[src/rtl/kmkz_exceptions.sv]
`default_nettype none
// ============================================================================
// Module      : kmkz_exceptions
// Description : Machine-mode trap controller for Kamikaze-uRV. Owns mstatus,
//               mip, mie, mepc, mcause and arbitrates exception/IRQ/MRET.
//               Optional macro KMKZ_MTVEC_EN adds a writable mtvec.
// Revision    : 1.0 - initial release
// ============================================================================
module kmkz_exceptions #(
  parameter logic [31:0] TRAP_VECTOR     = 32'h00000008,
  parameter int          IRQ_SYNC_STAGES = 2
) (
  input  logic        clk_i,
  input  logic        rst_i,
  input  logic        x_stall_i,
  input  logic        x_kill_i,
  input  logic        x_valid_i,
  input  logic [31:0] x_pc_i,
  input  logic        x_exception_i,
  input  logic [3:0]  x_exception_cause_i,
  input  logic        x_is_mret_i,
  input  logic        x_is_csr_i,
  input  logic [11:0] x_csr_sel_i,
  input  logic [31:0] x_csr_write_value_i,
  input  logic        irq_i,
  input  logic        timer_irq_i,
  output logic        x_redirect_o,
  output logic [31:0] x_redirect_pc_o,
  output logic        x_trap_o,
  output logic [31:0] csr_mstatus_o,
  output logic [31:0] csr_mip_o,
  output logic [31:0] csr_mie_o,
  output logic [31:0] csr_mepc_o,
  output logic [31:0] csr_mcause_o
`ifdef KMKZ_MTVEC_EN
  ,
  output logic [31:0] csr_mtvec_o
`endif
);

  localparam logic [11:0] c_csr_mstatus = 12'h300;
  localparam logic [11:0] c_csr_mie     = 12'h304;
  localparam logic [11:0] c_csr_mtvec   = 12'h305;
  localparam logic [11:0] c_csr_mepc    = 12'h341;
  localparam logic [11:0] c_csr_mcause  = 12'h342;
  localparam logic [11:0] c_csr_mip     = 12'h344;

  logic        r_mstatus_mie;
  logic        r_mstatus_mpie;
  logic [2:0]  r_mie_en;      // {MEIE, MTIE, MSIE}
  logic        r_msip;
  logic [31:0] r_mepc;
  logic [31:0] r_mcause;
  logic [IRQ_SYNC_STAGES-1:0] r_irq_sync;

  logic        w_irq_ext;
  logic [2:0]  w_pend;        // {external, timer, software}
  logic        w_irq_ok;
  logic        w_go;
  logic        w_exc;
  logic        w_irq;
  logic        w_mret;
  logic        w_trap;
  logic        w_csr_we;
  logic [3:0]  w_irq_code;
  logic [31:0] w_vector;

  // Two-flop style synchronizer for the asynchronous external interrupt.
  generate
    if (IRQ_SYNC_STAGES == 1) begin : g_sync_single
      always_ff @(posedge clk_i) begin
        if (rst_i) begin
          r_irq_sync <= '0;
        end else begin
          r_irq_sync <= irq_i;
        end
      end
    end else begin : g_sync_chain
      always_ff @(posedge clk_i) begin
        if (rst_i) begin
          r_irq_sync <= '0;
        end else begin
          r_irq_sync <= {r_irq_sync[IRQ_SYNC_STAGES-2:0], irq_i};
        end
      end
    end
  endgenerate

  assign w_irq_ext = r_irq_sync[IRQ_SYNC_STAGES-1];

  assign w_pend   = {w_irq_ext & r_mie_en[2], timer_irq_i & r_mie_en[1], r_msip & r_mie_en[0]};
  assign w_irq_ok = r_mstatus_mie && (w_pend != 3'b000);

  assign w_go     = !x_stall_i && !x_kill_i && x_valid_i;
  assign w_exc    = w_go && x_exception_i;
  assign w_irq    = w_go && !x_exception_i && w_irq_ok;
  assign w_mret   = w_go && !w_exc && !w_irq && x_is_mret_i;
  assign w_trap   = w_exc || w_irq;
  assign w_csr_we = w_go && x_is_csr_i && !w_trap && !w_mret;

  // External outranks software, which outranks timer.
  always_comb begin
    w_irq_code = 4'd7;
    if (w_pend[2]) begin
      w_irq_code = 4'd11;
    end else if (w_pend[0]) begin
      w_irq_code = 4'd3;
    end
  end

`ifdef KMKZ_MTVEC_EN
  logic [31:0] r_mtvec;

  always_ff @(posedge clk_i) begin
    if (rst_i) begin
      r_mtvec <= {TRAP_VECTOR[31:2], 2'b00};
    end else if (w_csr_we && (x_csr_sel_i == c_csr_mtvec)) begin
      r_mtvec <= {x_csr_write_value_i[31:2], 2'b00};
    end
  end

  assign w_vector    = r_mtvec;
  assign csr_mtvec_o = r_mtvec;
`else
  assign w_vector = TRAP_VECTOR;
`endif

  always_ff @(posedge clk_i) begin
    if (rst_i) begin
      r_mstatus_mie  <= 1'b0;
      r_mstatus_mpie <= 1'b0;
      r_mie_en       <= 3'b000;
      r_msip         <= 1'b0;
      r_mepc         <= 32'h0;
      r_mcause       <= 32'h0;
    end else if (w_trap) begin
      // The interrupted instruction has not executed, so it re-runs after MRET.
      r_mepc         <= x_pc_i;
      r_mcause       <= w_exc ? {28'b0, x_exception_cause_i} : {1'b1, 27'b0, w_irq_code};
      r_mstatus_mpie <= r_mstatus_mie;
      r_mstatus_mie  <= 1'b0;
    end else if (w_mret) begin
      r_mstatus_mie  <= r_mstatus_mpie;
      r_mstatus_mpie <= 1'b1;
    end else if (w_csr_we) begin
      case (x_csr_sel_i)
        c_csr_mstatus: begin
          r_mstatus_mie  <= x_csr_write_value_i[3];
          r_mstatus_mpie <= x_csr_write_value_i[7];
        end
        c_csr_mie: begin
          r_mie_en <= {x_csr_write_value_i[11], x_csr_write_value_i[7], x_csr_write_value_i[3]};
        end
        c_csr_mepc: begin
          r_mepc <= {x_csr_write_value_i[31:1], 1'b0};
        end
        c_csr_mcause: begin
          r_mcause <= x_csr_write_value_i;
        end
        c_csr_mip: begin
          r_msip <= x_csr_write_value_i[3];
        end
        default: begin
        end
      endcase
    end
  end

  assign x_trap_o        = w_trap;
  assign x_redirect_o    = w_trap || w_mret;
  assign x_redirect_pc_o = w_trap ? w_vector : r_mepc;

  assign csr_mstatus_o = {19'b0, 2'b11, 3'b0, r_mstatus_mpie, 3'b0, r_mstatus_mie, 3'b0};
  assign csr_mip_o     = {20'b0, w_irq_ext, 3'b0, timer_irq_i, 3'b0, r_msip, 3'b0};
  assign csr_mie_o     = {20'b0, r_mie_en[2], 3'b0, r_mie_en[1], 3'b0, r_mie_en[0], 3'b0};
  assign csr_mepc_o    = r_mepc;
  assign csr_mcause_o  = r_mcause;

endmodule
`default_nettype wire

[config.mk]
export PLATFORM = sky130hd
export DESIGN_NAME = kmkz_exceptions
export DESIGN_NICKNAME = d
export VERILOG_FILES = /design/src/rtl/kmkz_exceptions.sv
export SDC_FILE = /design/constraint.sdc
export NUM_CORES = 1
export LEC_CHECK = 0
export BUFFER_PORTS_ARGS = -buffer_cell sky130_fd_sc_hd__buf_2
export CORE_ASPECT_RATIO = 0.5
export CORE_MARGIN = 5
export CORE_UTILIZATION = 41
export DETAILED_ROUTE_END_ITERATION = 12
export PLACE_DENSITY = 0.88
export SLEW_MARGIN = 20
export SYNTH_ARGS = -nofsm -noshare
export SYNTH_HDL_FRONTEND = slang
export SYNTH_SLANG_ARGS = --single-unit
[constraint.sdc]
create_clock -name clk_i -period 2.53 [get_ports clk_i]
set_input_delay 0.253 -clock clk_i [delete_from_list [all_inputs] [get_ports clk_i]]
set_output_delay 0.253 -clock clk_i [all_outputs]
set_load 0.005 [all_outputs]
==> results of run 1 <==
==> cell usage after synthesis <==
library cell | n | share of area (%)
a21o_1 | 1 | 0.19
a21oi_1 | 34 | 4.3
a221oi_1 | 1 | 0.22
a222oi_1 | 1 | 0.25
a22oi_1 | 1 | 0.19
a311oi_1 | 32 | 7.1
a31oi_1 | 1 | 0.16
and2_1 | 32 | 5.1
buf_2 | 10 | 1.3
buf_4 | 93 | 18
clkbuf_1 | 22 | 2.1
conb_1 | 2 | 0.19
dfxtp_1 | 72 | 36
inv_1 | 4 | 0.38
mux2i_1 | 7 | 1.8
nand2_1 | 123 | 12
nand2b_1 | 7 | 1.1
nand3_1 | 2 | 0.25
nand4_1 | 2 | 0.32
nor2_1 | 39 | 3.7
nor2b_1 | 5 | 0.79
nor3_1 | 2 | 0.25
nor3b_1 | 1 | 0.19
nor4_1 | 2 | 0.32
nor4_2 | 3 | 0.95
nor4b_2 | 1 | 0.38
nor4bb_1 | 1 | 0.25
o211ai_1 | 1 | 0.19
o21ai_0 | 2 | 0.25
o21ai_1 | 3 | 0.38
o221ai_1 | 2 | 0.44
o22ai_1 | 1 | 0.16
o31ai_1 | 1 | 0.19
o32ai_1 | 1 | 0.22
or3b_1 | 1 | 0.22
or4_1 | 3 | 0.57
==> logic make-up after synthesis <==
group	count (synthesis)	share of synthesized area [%]
and+or+nand+nor	224	26.02
buffers and inverters	129	21.37
AOI/OAI and AO/OA	82	14.23
DFF	72	36.42
muxes	7	1.771
other	2	0.1898
==> layer usage <==
| metal | global-route usage [%] | wire [um] | up-vias |
|---|---|---|---|
| met4 | 9.224 | 348 | 0 |
| li1 | - | - | 1908 |
| met2 | 35.74 | 6404 | 233 |
| met1 | 21.32 | 4608 | 1822 |
| met3 | 5.332 | 1100 | 41 |
| met5 | 0 | 0 | - |
==> registers in the layout (all words and copies together), names as in the netlist <==
| signal | count |
|---|---|
| csr_mcause_o | 32 |
| csr_mepc_o | 32 |
| r_irq_sync | 2 |
| r_mie_en | 3 |
| r_msip | 1 |
| r_mstatus_mie | 1 |
| r_mstatus_mpie | 1 |
==> how the worst max path moves through the flow <==
stage,slack [ns],start,end
finish,0.17,r_mie_en[0],x_trap_o
global route,0.03,r_mie_en[0],x_trap_o
CTS,0.16,r_mie_en[0],x_trap_o
detailed placement,0.18,x_exception_i,csr_mcause_o[6]
global placement,0.27,x_exception_i,csr_mcause_o[23]
floorplan,0.45,r_mie_en[0],csr_mcause_o[3]
==> area by class of cell <==
cell class	instances	area [um^2]	share of cell area, %
Inverter	4	15.01	0.2986
Clock inverter	3	15.01	0.2986
Timing Repair Buffer	209	1106	22.00
Clock buffer	13	270.3	5.374
Multi-Input combinational cell	401	2012	40.01
Sequential cell	72	1441	28.66
Tap cell	135	168.9	3.359
==> stage by stage <==
| stage | hold slack [ns] | cell area [um^2] | cells | setup WS (ns) |
|---|---|---|---|---|
| floorplan | 0.3812 | 4280 | 602 | 0.4521 |
| global placement | 0.4164 | 4743 | 821 | 0.2682 |
| detailed placement | 0.4458 | 4743 | 821 | 0.1791 |
| CTS | 0.1405 | 5029 | 837 | 0.1644 |
| global route | 0.1514 | 5029 | 837 | 0.02923 |
| finish | 0.1437 | 5029 | 837 | 0.1683 |
==> power groups by stage <==
stage | sequential (mW) | clock (mW) | combinational (mW)
2_1_floorplan | 1.19 | 0 | 0.213
3_3_place_gp | 1.20 | 0 | 0.257
3_5_place_dp | 1.20 | 0 | 0.261
4_1_cts | 1.17 | 1.22 | 0.262
5_1_grt | 1.18 | 1.27 | 0.299
6_report | 1.17 | 1.20 | 0.269
==> worst max-delay path, cell delays in order (launching register included) <==
cell      delay [ns]
dfxtp_1         0.33
a222oi_1        0.48
nand2b_1        0.23
a21o_2          0.22
buf_12          0.21
inv_1           0.14
buf_2           0.16
==> summary.md, run 1 <==
| Metric | Value |
|---|---|
| Leakage | `approximately 2.4 nW` |
| Hold Crit Class | `input pin to flop` |
| Reg2reg end | `csr_mepc_o[19]` |
| DRC Markers | `0` |
| Layout cells sized above 1 | `~33%` |
| Largest net degree at the start of global routing | `55` |
| Global Route Usage Sum | `just under 20%` |
| Port Buf Inserts | `195` |
| Final worst path period share | `93.35%` |
| Final hold vios | `0` |
| Hold endpoint | `r_irq_sync[0]` |
| Outcome | `finished clean` |
| Cell Area, Synth | `between 0.003 and 0.004 mm^2` |
| GPL Wtd Cong | `0.8988` |
| Gate power share | `between 10 and 15%` |
| CTS tree | `yes` |
| Int Power | `about 2 mW` |
| # diodes | `0` |
| Max H-tree Level | `3` |
| Core Area | `roughly 0.0094 mm^2` |
| R2r setup slk | `around 0.19 ns` |
| Max Cap Viol | `0` |
| Reg2Reg Depth | `7` |
| Starting Density | `between 40% and 50%` |
| Sw Ratio | `23.90%` |
| Total chip power | `approximately 2.6 mW` |
| Syn Inst Count | `around 520` |
| WL per Instance | `roughly 15 um` |
| Ports | `about 280` |
| Routed wire length | `12.46 mm` |
| HPWL Detailed | `around 10 mm` |
| Unrepaired setup endpoints after global routing | `no` |
| Pwr dens | `approximately 520 mW/mm^2` |
| Worst Path Arrival | `2.11 ns` |
| Pre-Repair DR Iteration Count | `5` |
| Vias in the first global route | `about 3800` |
| Num Clock Sinks | `72` |
| Vias per cell | `4.784` |
| Fmax | `around 420 MHz` |
| Synthesized area per cell | `7.670 um^2` |
| Post-cts resize count | `0` |
| Fillers | `a little under 900` |
| R2r startpoint | `r_mie_en[0]` |
| Reg clk slew, reported paths | `0.05 ns` |
| Most common cell after layout, fill and taps aside | `buf_2` |
| Final setup fails | `0` |
| Yosys warning total | `0` |
| Hold buffers post-CTS | `0` |
| CP required | `roughly 2.3 ns` |
| CP Capture Type | `output pin` |
| Share of total power in sequential cells | `roughly 44%` |
| Clock share of power | `between 40% and 50%` |
| Die area | `about 0.012 mm^2` |
| Largest fanout on the critical path | `43` |
| Max-slew headroom | `between 60 and 70%` |
| Net Switching | `0.6309 mW` |
| Die X | `about 150 um` |
| Setup TNS | `0 ns` |
| Layout area overhead | `27.06%` |
| Min-Delay Path Depth | `2` |
| Synthesized flop and latch total | `72` |
| Max Slew Vio Count | `0` |
| Vias | `4004` |
| First-pass GRT wire length | `around 18 mm` |
| Root buffer cell | `clkbuf_16` |
| Die height | `79.47 um` |
| Layout Nets | `roughly 790` |
| CTS Buffer Depth | `2` |
| Most frequent cells in the layout | `buf_2 (195), nand2_1 (123), conb_1 (88)` |
| Final core occ | `53.41%` |
| Total grt overflow | `0` |
| Standard-cell rows | `25` |
| Crit Path Category | `flop to output pin` |
| Hold_sp | `irq_i` |
| Clock Latency Late Sink | `about 0.33 ns` |
| DRT iter0 DRCs | `roughly 260` |
| Routed Antenna Nets | `0` |
| Worst clock skew | `slightly above 0.004 ns` |
| Setup Fix Bufs, Post-CTS | `0` |
| Worst slew pin tran | `0.5661 ns` |
| VDD IR max | `~0.00029 V` |
| Cell variety after synth | `36` |
| Startpoint types | `flop` |
| Tmin final | `~2.4 ns` |
| Initial antenna violation count | `0` |
| Register area share after synthesis | `36.42%` |
| TritonCTS Buffers | `9` |
(Power assumes the default switching activity.)
==> inputs of run 2 (changes only) <==
--- a/config.mk
+++ b/config.mk
@@ -8,9 +8,10 @@
 export BUFFER_PORTS_ARGS = -buffer_cell sky130_fd_sc_hd__buf_2
 export CORE_ASPECT_RATIO = 0.5
 export CORE_MARGIN = 5
-export CORE_UTILIZATION = 41
+export CORE_UTILIZATION = 37
 export DETAILED_ROUTE_END_ITERATION = 12
-export PLACE_DENSITY = 0.88
+export GPL_ROUTABILITY_DRIVEN = 1
+export PLACE_DENSITY = 0.84
 export SLEW_MARGIN = 20
 export SYNTH_ARGS = -nofsm -noshare
 export SYNTH_HDL_FRONTEND = slang
==> constraint.sdc (replaced) <==
create_clock -name clk_i -period 1.9 [get_ports clk_i]
set_input_delay 0.19 -clock clk_i [delete_from_list [all_inputs] [get_ports clk_i]]
set_output_delay 0.19 -clock clk_i [all_outputs]
set_load 0.005 [all_outputs]
==> summary.md, run 2 (same netlist as run 1, synthesis figures left out) <==
| Metric | Value |
|---|---|
| CTS Buffer Depth | `2 (unchanged)` |
| Sw Ratio | `25.83% (was 23.90%)` |
| Min-Delay Path Depth | `2 (unchanged)` |
| Fin Hold WS | `0.08421 ns (was 0.1437 ns)` |
| Tmin final | `2.115 ns` |
| CP required | `2.10 ns (was 2.28 ns)` |
| Leakage | `2.739 nW (was 2.449 nW)` |
| Largest fanout on the critical path | `7 (was 43)` |
| Int Power | `2.649 mW (was 2.009 mW)` |
| First-pass GRT wire length | `20.88 mm (was 18.50 mm)` |
| TritonCTS Buffers | `9 (unchanged)` |
| Port Buf Inserts | `195 (unchanged)` |
| Root buffer cell | `clkbuf_16 (unchanged)` |
| Worst Path Arrival | `2.32 ns (was 2.11 ns)` |
| Standard-cell rows | `26 (was 25)` |
| Die area | `0.01299 mm^2 (was 0.01184 mm^2)` |
| Final worst path period share | `111.3%` |
| Total chip power | `3.571 mW (was 2.640 mW)` |
| Ports | `284 (unchanged)` |
| Final setup fails | `101 (was 0)` |
| Worst setup margin | `-0.2147 ns (was 0.1683 ns)` |
| Outcome | `finished with violations (was finished clean)` |
| Die height | `83.13 um (was 79.47 um)` |
| Num Clock Sinks | `72 (unchanged)` |
| Setup TNS | `-17.37 ns (was 0 ns)` |
| Routed wire length | `13.91 mm (was 12.46 mm)` |
| # diodes | `0 (unchanged)` |
| Worst clock skew | `0.008174 ns (was 0.004021 ns)` |
| Clock share of power | `44.9% (was 45.4%)` |
| Vias | `4265 (was 4004)` |
| Reg2reg end | `csr_mcause_o[1] (was csr_mepc_o[19])` |
| Reg2Reg Depth | `9 (was 7)` |
| CTS tree | `yes (unchanged)` |
| Layout area overhead | `43.41% (was 27.06%)` |
| CP Capture Type | `flop (was output pin)` |
| Most frequent cells in the layout | `buf_2 (194), nand2_1 (111), conb_1 (88) (was buf_2 (195), nand2_1 (123), conb_1 (88))` |
| Pre-Repair DR Iteration Count | `5 (unchanged)` |
| Unrepaired setup endpoints after global routing | `yes (was no)` |
| Reg clk slew, reported paths | `0.06 ns (was 0.05 ns)` |
| Crit Path Category | `flop to flop (was flop to output pin)` |
| Fillers | `894 (was 891)` |
| R2r setup slk | `-0.21 ns (was 0.19 ns)` |
| DRC Markers | `0 (unchanged)` |
| Hold endpoint | `r_irq_sync[0] (unchanged)` |
| HPWL Detailed | `9.886 mm (was 9.743 mm)` |
| Starting Density | `38.38% (was 42.03%)` |
| VDD IR max | `0.0004901 V (was 0.0002861 V)` |
| Routed Antenna Nets | `0 (unchanged)` |
| Startpoint types | `flop (unchanged)` |
| Gate power share | `11.4% (was 10.2%)` |
| Final hold vios | `0 (unchanged)` |
| Vias in the first global route | `4080 (was 3754)` |
| WL per Instance | `15.77 um (was 14.89 um)` |
| Die X | `156.3 um (was 148.9 um)` |
| Vias per cell | `4.836 (was 4.784)` |
| DRT iter0 DRCs | `321 (was 261)` |
| Setup Slack @ Placement | `-0.1245 ns (was 0.1791 ns)` |
| Hold Crit Class | `input pin to flop (unchanged)` |
| Total grt overflow | `0 (unchanged)` |
| Layout Nets | `827 (was 787)` |
| Storage cell area | `0.001444 mm^2 (was 0.001441 mm^2)` |
| Hold_sp | `irq_i (unchanged)` |
| GPL Wtd Cong | `0.8911 (was 0.8988)` |
| Final core occ | `55.04% (was 53.41%)` |
| Fmax | `472.9 MHz` |
| Initial antenna violation count | `0 (unchanged)` |
| Core Area | `0.01031 mm^2 (was 0.009415 mm^2)` |
| Max Slew Vio Count | `0 (unchanged)` |
| Max H-tree Level | `3 (unchanged)` |
| R2r startpoint | `r_mie_en[0] (unchanged)` |
| Max Cap Viol | `0 (unchanged)` |
| Net Switching | `0.9226 mW (was 0.6309 mW)` |
| Share of total power in sequential cells | `43.7% (was 44.4%)` |
| Global Route Usage Sum | `19.56% (was 19.59%)` |
| Largest net degree at the start of global routing | `23 (was 55)` |
| Clock Latency Late Sink | `0.32 ns (was 0.33 ns)` |
| Area occupied by multi-input gates | `0.002190 mm^2 (was 0.002012 mm^2)` |
| Pwr dens | `629.3 mW/mm^2 (was 524.9 mW/mm^2)` |
| Layout cells sized above 1 | `41.24% (was 32.62%)` |
| Most common cell after layout, fill and taps aside | `buf_2 (unchanged)` |
| Failing checks | `setup timing` |
## run 2: worst max path at each step
stage	to	cells after the start	from
detailed placement	csr_mepc_o[27]	8	r_msip
floorplan	csr_mepc_o[29]	7	r_msip
CTS	x_redirect_pc_o[0]	8	r_msip
finish	csr_mcause_o[1]	9	r_mie_en[0]
global placement	csr_mepc_o[14]	8	x_csr_sel_i[11]
global route	csr_mepc_o[4]	10	r_mie_en[0]
## run 2: what timing repair did
| item | in CTS | in global routing |
|---|---|---|
| gates cloned | 7 | 1 |
| pin swaps | 41 | 8 |
| buffers inserted | 8 | 2 |
| setup endpoints to repair | 98 | 104 |
| hold buffers | 0 | 0 |
| gates resized for setup | 50 | 25 |
## run 2: power groups by stage
| stage | clock [mW] | combinational [mW] | sequential, mW |
|---|---|---|---|
| floorplan | 0 | 0.285 | 1.59 |
| global placement | 0 | 0.355 | 1.59 |
| detailed placement | 0 | 0.360 | 1.59 |
| CTS | 1.62 | 0.387 | 1.56 |
| global route | 1.70 | 0.448 | 1.56 |
| finish | 1.60 | 0.409 | 1.56 |
## run 2: layout make-up
cell class	instances	area share (%)
Multi-Input combinational cell	401	38.58
Timing Repair Buffer	249	27.58
Sequential cell	72	25.44
Clock buffer	11	4.277
Tap cell	140	3.086
Clock inverter	5	0.6834
Inverter	4	0.3527
## run 2: worst max-delay path, cell delays in order (launching register included)
cell and delay (ns):
dfxtp_2 0.32, a222oi_1 0.34, buf_4 0.18, buf_4 0.11, o21ai_4 0.07, buf_6 0.12, or4_4 0.53, buf_6 0.17
o221ai_2 0.06, a21oi_1 0.09
## run 2: metrics by stage
step	cell area (um^2)	instances
after floorplan	4314	602
after global placement	4937	850
after detailed placement	4937	850
after CTS	5572	881
after global routing	5675	882
final	5675	882
## run 2: routing by layer
metal	share of wire (%)	track usage [%]
met1	37	22.49
met2	52	35.54
met3	8.7	4.569
met4	2.0	6.535
met5	0	0
